<file path="config.mk">
export PLATFORM = sky130hd
export DESIGN_NAME = bit_index_encoder
export DESIGN_NICKNAME = d
export VERILOG_FILES = /design/src/rtl/bit_index_encoder.sv
export SDC_FILE = /design/constraint.sdc
export NUM_CORES = 1
export LEC_CHECK = 0
export BUFFER_PORTS_ARGS = -buffer_cell sky130_fd_sc_hd__buf_2
export CAP_MARGIN = 25
export CORE_AREA = 4 4 41 43
export DETAILED_ROUTE_END_ITERATION = 10
export DIE_AREA = 0 0 45 47
export HOLD_SLACK_MARGIN = 0.03
export PLACE_DENSITY = 0.73
export SLEW_MARGIN = 20
export SYNTH_ARGS = -nofsm -noshare
export SYNTH_HDL_FRONTEND = slang
export SYNTH_SLANG_ARGS = --single-unit
</file>
<file path="constraint.sdc">
create_clock -name clk -period 1.8 [get_ports clk]
set_clock_uncertainty 0.05 [all_clocks]
set_input_delay 0.09 -clock clk [delete_from_list [all_inputs] [get_ports clk]]
set_output_delay 0.09 -clock clk [all_outputs]
set_load 0.02 [all_outputs]
</file>
<file path="src/rtl/bit_index_encoder.sv">
// rtl/bit_index_encoder.sv - streaming multi-hot to bit-index encoder (optional BIT_INDEX_ENC_MSB_FIRST_EN: descending order)
module bit_index_encoder #(
    parameter int N = 4,
    localparam int W = $clog2(N)
) (
    input  logic         clk,
    input  logic         rst_n,
    input  logic         in_valid,
    output logic         in_ready,
    input  logic [N-1:0] in_vec,
    output logic         out_valid,
    input  logic         out_ready,
    output logic [W-1:0] out_idx,
    output logic         out_last,
    output logic         out_zero
);

    typedef enum logic [0:0] {
        IDLE = 1'b0,
        EMIT = 1'b1
    } state_t;

    localparam logic [N-1:0] ONE = {{(N-1){1'b0}}, 1'b1};

    state_t         state_q;
    state_t         state_d;
    logic [N-1:0]   pend_q;
    logic [N-1:0]   pend_d;
    logic [N-1:0]   rem;
    logic           valid_d;
    logic [W-1:0]   idx_d;
    logic           last_d;
    logic           zero_d;

    // Index of the lowest set bit; 0 for an empty vector.
    function automatic logic [W-1:0] lowest_idx(input logic [N-1:0] v);
        logic [W-1:0] idx;
        idx = '0;
        for (int i = N - 1; i >= 0; i--) begin
            if (v[i]) begin
                idx = i[W-1:0];
            end
        end
        return idx;
    endfunction

    // Index of the highest set bit; 0 for an empty vector.
    function automatic logic [W-1:0] highest_idx(input logic [N-1:0] v);
        logic [W-1:0] idx;
        idx = '0;
        for (int i = 0; i < N; i++) begin
            if (v[i]) begin
                idx = i[W-1:0];
            end
        end
        return idx;
    endfunction

    // Emission order is chosen here; everything else is order-agnostic.
    function automatic logic [W-1:0] pick_idx(input logic [N-1:0] v);
`ifdef BIT_INDEX_ENC_MSB_FIRST_EN
        return highest_idx(v);
`else
        return lowest_idx(v);
`endif
    endfunction

    // True when at most one bit is set: the picked bit is then the final beat.
    function automatic logic at_most_one(input logic [N-1:0] v);
        return (v & (v - ONE)) == '0;
    endfunction

    assign in_ready = (state_q == IDLE);

    // State, pending mask and registered beat outputs.
    always_ff @(posedge clk or negedge rst_n) begin
        if (!rst_n) begin
            state_q   <= IDLE;
            pend_q    <= '0;
            out_valid <= 1'b0;
            out_idx   <= '0;
            out_last  <= 1'b0;
            out_zero  <= 1'b0;
        end else begin
            state_q   <= state_d;
            pend_q    <= pend_d;
            out_valid <= valid_d;
            out_idx   <= idx_d;
            out_last  <= last_d;
            out_zero  <= zero_d;
        end
    end

    // Next state: accept a vector in IDLE, then walk its set bits one beat per handshake.
    always_comb begin
        state_d = state_q;
        pend_d  = pend_q;
        valid_d = out_valid;
        idx_d   = out_idx;
        last_d  = out_last;
        zero_d  = out_zero;
        rem     = pend_q & ~(ONE << out_idx);
        case (state_q)
            IDLE: begin
                if (in_valid) begin
                    state_d = EMIT;
                    pend_d  = in_vec;
                    valid_d = 1'b1;
                    idx_d   = pick_idx(in_vec);
                    last_d  = at_most_one(in_vec);
                    zero_d  = (in_vec == '0);
                end
            end
            EMIT: begin
                if (out_ready) begin
                    if (out_last) begin
                        // Final beat taken; no lookahead accept on this edge.
                        state_d = IDLE;
                        pend_d  = '0;
                        valid_d = 1'b0;
                        idx_d   = '0;
                        last_d  = 1'b0;
                        zero_d  = 1'b0;
                    end else begin
                        pend_d  = rem;
                        idx_d   = pick_idx(rem);
                        last_d  = at_most_one(rem);
                    end
                end
            end
            default: begin
                state_d = IDLE;
            end
        endcase
    end

endmodule

</file>
# After elaboration in Yosys (flattened, before gate mapping)
# Cells that the tools add are included.
# totals
ff_bits	10
wordCells	52
input_bits	8
out_inout_bits	6
# op_classes
muxes	30
bitwise	5
reduce_logical	5
add_sub_neg	2
n_eq_ne	3
shift	1
# op_table
operator	n
two-way mux 2 bit	11
bitwise AND 4 bit	3
logical NOT 4 bit	3
two-way mux 4 bit	3
two-way mux 1 bit	10
one-hot mux 1 bit (2 select lines)	4
one-hot mux 4 bit (2 select lines)	1
subtractor 4 x 1 -> 4 bit, second input constant	2
inequality test 2 bit, second input constant	3
inverter 4 bit	1
one-hot mux 2 bit (2 select lines)	1
left shift 1 x 2 -> 4 bit, first input constant	1
AND reduction 3 bit	1
AND reduction 2 bit	1
inverter 1 bit	1

# Logic depth before layout (Yosys ltp)
# depth
ltp_word	10
depth_mapped	5

# Worst setup path after synthesis
# Ideal clock, no wire load.
# synth_path
kind	register to register
startpoint	register out_idx[0]
endpoint	register out_idx[1]
setup_slack_ns	0.275
setup_ns	0.134
n_path_buf	1
required_ns	1.616
stages_incl_launch_ff	6
arrival_time_ns	1.341
cell_sequence	dfrtp_1 buf_2 and2_1 o32a_1 a311oi_1 a21oi_1
# synth_between
elab_chain_len	10
# synth_rtl
item	line_no	source
from (decl)	13	output logic [W-1:0] out_idx,
from (signal assigned)	88	out_idx <= idx_d;
left shift 1 x 2 -> 4 bit (*)	102	rem = pend_q & ~(ONE << out_idx);
inverter 4 bit (*)	102	
bitwise AND 4 bit (*)	102	
two-way mux 2 bit (3 in series)	40	if (v[i]) begin
two-way mux 2 bit (*)	40	
two-way mux 2 bit (*)	116	if (out_last) begin
two-way mux 2 bit (*)	115	if (out_ready) begin
one-hot mux 2 bit (2 select lines) (*)	103	case (state_q)
# Mark *: on every way between the ends. The rest lies on a longest branch, timed or not. The select of a mux whose other input is x is not followed.
# A chain may end at the register's enable or synchronous reset.

# Final worst setup path
# layout_path
startpoint	register pend_q[3]
endpoint	register out_idx[1]
# layout_between
elab_chain_len	8
# layout_rtl
item	line_no	source
from (decl)	27	logic [N-1:0] pend_q;
from (signal assigned)	86	pend_q <= pend_d;
bitwise AND 4 bit	102	
two-way mux 2 bit (4 in series)	40	
two-way mux 2 bit	116	
two-way mux 2 bit	115	
one-hot mux 2 bit (2 select lines)	103	
# Every way passes these cells. The select of a mux whose other input is x is not followed.

==> impl_metrics.yaml <==
sta:
  tns_ns: 0
  fmax_mhz: 656
  slew_viol_final: 0
  period_share_pct: 84.7
  setup_violations: 0
  slew_headroom_pct: 72.0
  hold_viol_final: 0
  min_period_ns: 1.52
  worst_pin_slew_ns: 0.419
  grt_setup_unrepaired: "false"
cts:
  post_cts_buffers: 0
  cts_buffer_depth: 2
  htreeDepth: 1
  path_clk_slew_ns: 0.06
  cts_tree: "done"
  numCtsBuffers: 3
  worstSkewPairLatency_ns: 0.25
  clkSinkCount: 10
  root_buffer: "clkbuf_4"
cells_and_area:
  final_cells: 105
  layout_common_cells: "buf_2, dfrtp_1, a21oi_1"
  n_fill_cell: 138
  nNetsFinal: 100
  drive_gt1_share_pct: 23.3
  syn_to_final_growth_pct: 16.2
  layout_commonest_cell: "buf_2"
  antenna_cells: 0
power:
  ir_drop_v: 0.000689
  p_leak_nw: 0.345
  power_density_nw_per_um2: 1520
  power_mw: 1.15
setup_path:
  worst-setup-path-type: "flip-flop to flip-flop"
  endpoint_kind: "flip-flop"
  cp_max_fo: 6
  crit_arrival_ns: 1.60
  cp.required_ns: 1.87
  critPathLaunchType: "flip-flop"
place:
  dpl.cell_count: 101
  port_buffers: 13
  hpwl_um: 1120
  gp_congestion: 0.791
routing:
  via_per_inst: 5.98
  antenna_left: 0
  first_pass_iters: 4
  routed_wirelength_um: 1450
  first_iter_violations: 17
  drc: 0
  wl_per_cell_um: 13.8
  vias: 628
global_route:
  grt_max_degree: 12
  antenna_found_initial: 0
  grt_pass1_wl_um: 2400
  grt_usage_pct: 15.9
  grt_remaining_overflow: 0
  grt_pass1_vias: 569
logic_synthesis:
  yosys_warnings: 0
  mappedNetlistArea_um2: 651
  yosysTopAreaCellShare_pct: 38.5
  synth.area.top_cells: "dfrtp_1, a21oi_1, mux2i_1"
  synth_nets: 84
  synth_top_cell_by_area: "dfrtp_1"
  synth_area_per_cell_um2: 8.56
  synth-seq-area-share_pct: 38.5
  ys_ff_latch: 10
  synth_cells: 76
  netlist-cell-type-count: 28
die:
  die_h_um: 47
  rows: 13
  die_w_um: 45
  start_util_pct: 50.0
  core_um2: 1300
  io_pins: 14
  dieArea_um2: 2120
outcome:
  status: "completed"
job:
  drv_cap: 0
hold_path:
  hold_path_class: "input port to flip-flop"
==> registers in the layout (all words and copies together) (netlist names) <==
register   count
out_valid      1
out_idx        2
pend_q         4
state_q        1
out_zero       1
out_last       1
==> power by group <==
group	internal (mW)	switching [mW]
sequential	0.312	0.145
combinational	0.238	0.311
clock	0.0767	0.0668
==> stage by stage <==
stage	area [um2]	utilization, %	hold WS, ns	worst slack, ns
2_1_floorplan	651	-	-0.256	0.275
3_3_place_gp	723	55.6	-0.0874	0.353
3_5_place_dp	723	55.6	-0.0886	0.302
4_1_cts	756	58.1	0.0593	0.291
5_1_grt	756	58.1	0.0639	0.196
6_report	756	58.1	0.0611	0.276
==> final timing paths <==
check                                            from                     end  slack, ns  depth (start not counted)
worst max-delay path            pend_q[3]$_DFFE_PN0P_  out_idx[1]$_DFFE_PN0P_       0.28                          4
worst min-delay path                        out_ready       state_q$_DFF_PN0_       0.06                          2
worst max register to register  pend_q[3]$_DFFE_PN0P_  out_idx[1]$_DFFE_PN0P_       0.28                          4
worst min register to register   out_zero$_DFFE_PN0P_    out_zero$_DFFE_PN0P_       0.49                          2
max in group asynchronous                       rst_n  out_idx[1]$_DFFE_PN0P_       1.32                          2
min in group asynchronous                       rst_n   out_valid$_DFFE_PN0P_       0.19                          2
==> cells in the mapped netlist <==
library cell  number
dfrtp_1           10
nor2b_1            3
o21a_1             1
a31oi_1            2
nand3_1            6
nor2b_4            1
a21boi_1           1
inv_2              1
o211ai_1           3
and2_1             1
nor4_1             2
nand2b_1           2
o31ai_2            1
nor3_1             1
nand2_1            3
inv_1              4
mux2i_1            4
o32a_1             1
a21oi_1            8
nor2_1             4
a211o_1            3
a31o_2             1
o21ai_0            6
o21ai_1            1
o22ai_1            1
clkbuf_1           1
a311oi_1           1
buf_2              3
==> layer usage <==
| layer | GRT usage [%] | up-vias | wire, um |
|---|---|---|---|
| met1 | 20.3 | 291 | 655 |
| met5 | 0 | - | 0 |
| li1 | - | 312 | - |
| met2 | 25.7 | 21 | 670 |
| met3 | 2.68 | 4 | 96 |
| met4 | 8.77 | 0 | 25 |
==> layout make-up <==
type / count / area (um2) / area share [%]
multi-input cells: 57 / 363 / 48.0
inverters: 5 / 18.8 / 2.48
clock buffers: 3 / 22.5 / 2.98
repair buffers: 15 / 82.6 / 10.9
flip-flops and latches: 10 / 250 / 33.1
well taps: 15 / 18.8 / 2.48
==> cell families (layout without fill, tap and decap cells) <==
logic type | after synthesis | count (layout) | share of synthesized area, %
buf+inv | 9 | 23 | 5.77
flops | 10 | 10 | 38.5
simple gates | 23 | 23 | 19.2
compound gates | 30 | 30 | 30.4
mux | 4 | 4 | 6.15
==> repair_timing <==
action                    4_1_cts  5_1_grt
hold endpoints to repair       10        0
hold buffers                    1        0
resized for setup               0        0
==> critical path: stages (launching register included) <==
cell      delay, ns
dfrtp_1        0.45
nor2b_1        0.18
o32a_1         0.35
a311oi_1       0.29
a21oi_1        0.07
(Power assumes the default switching activity.)
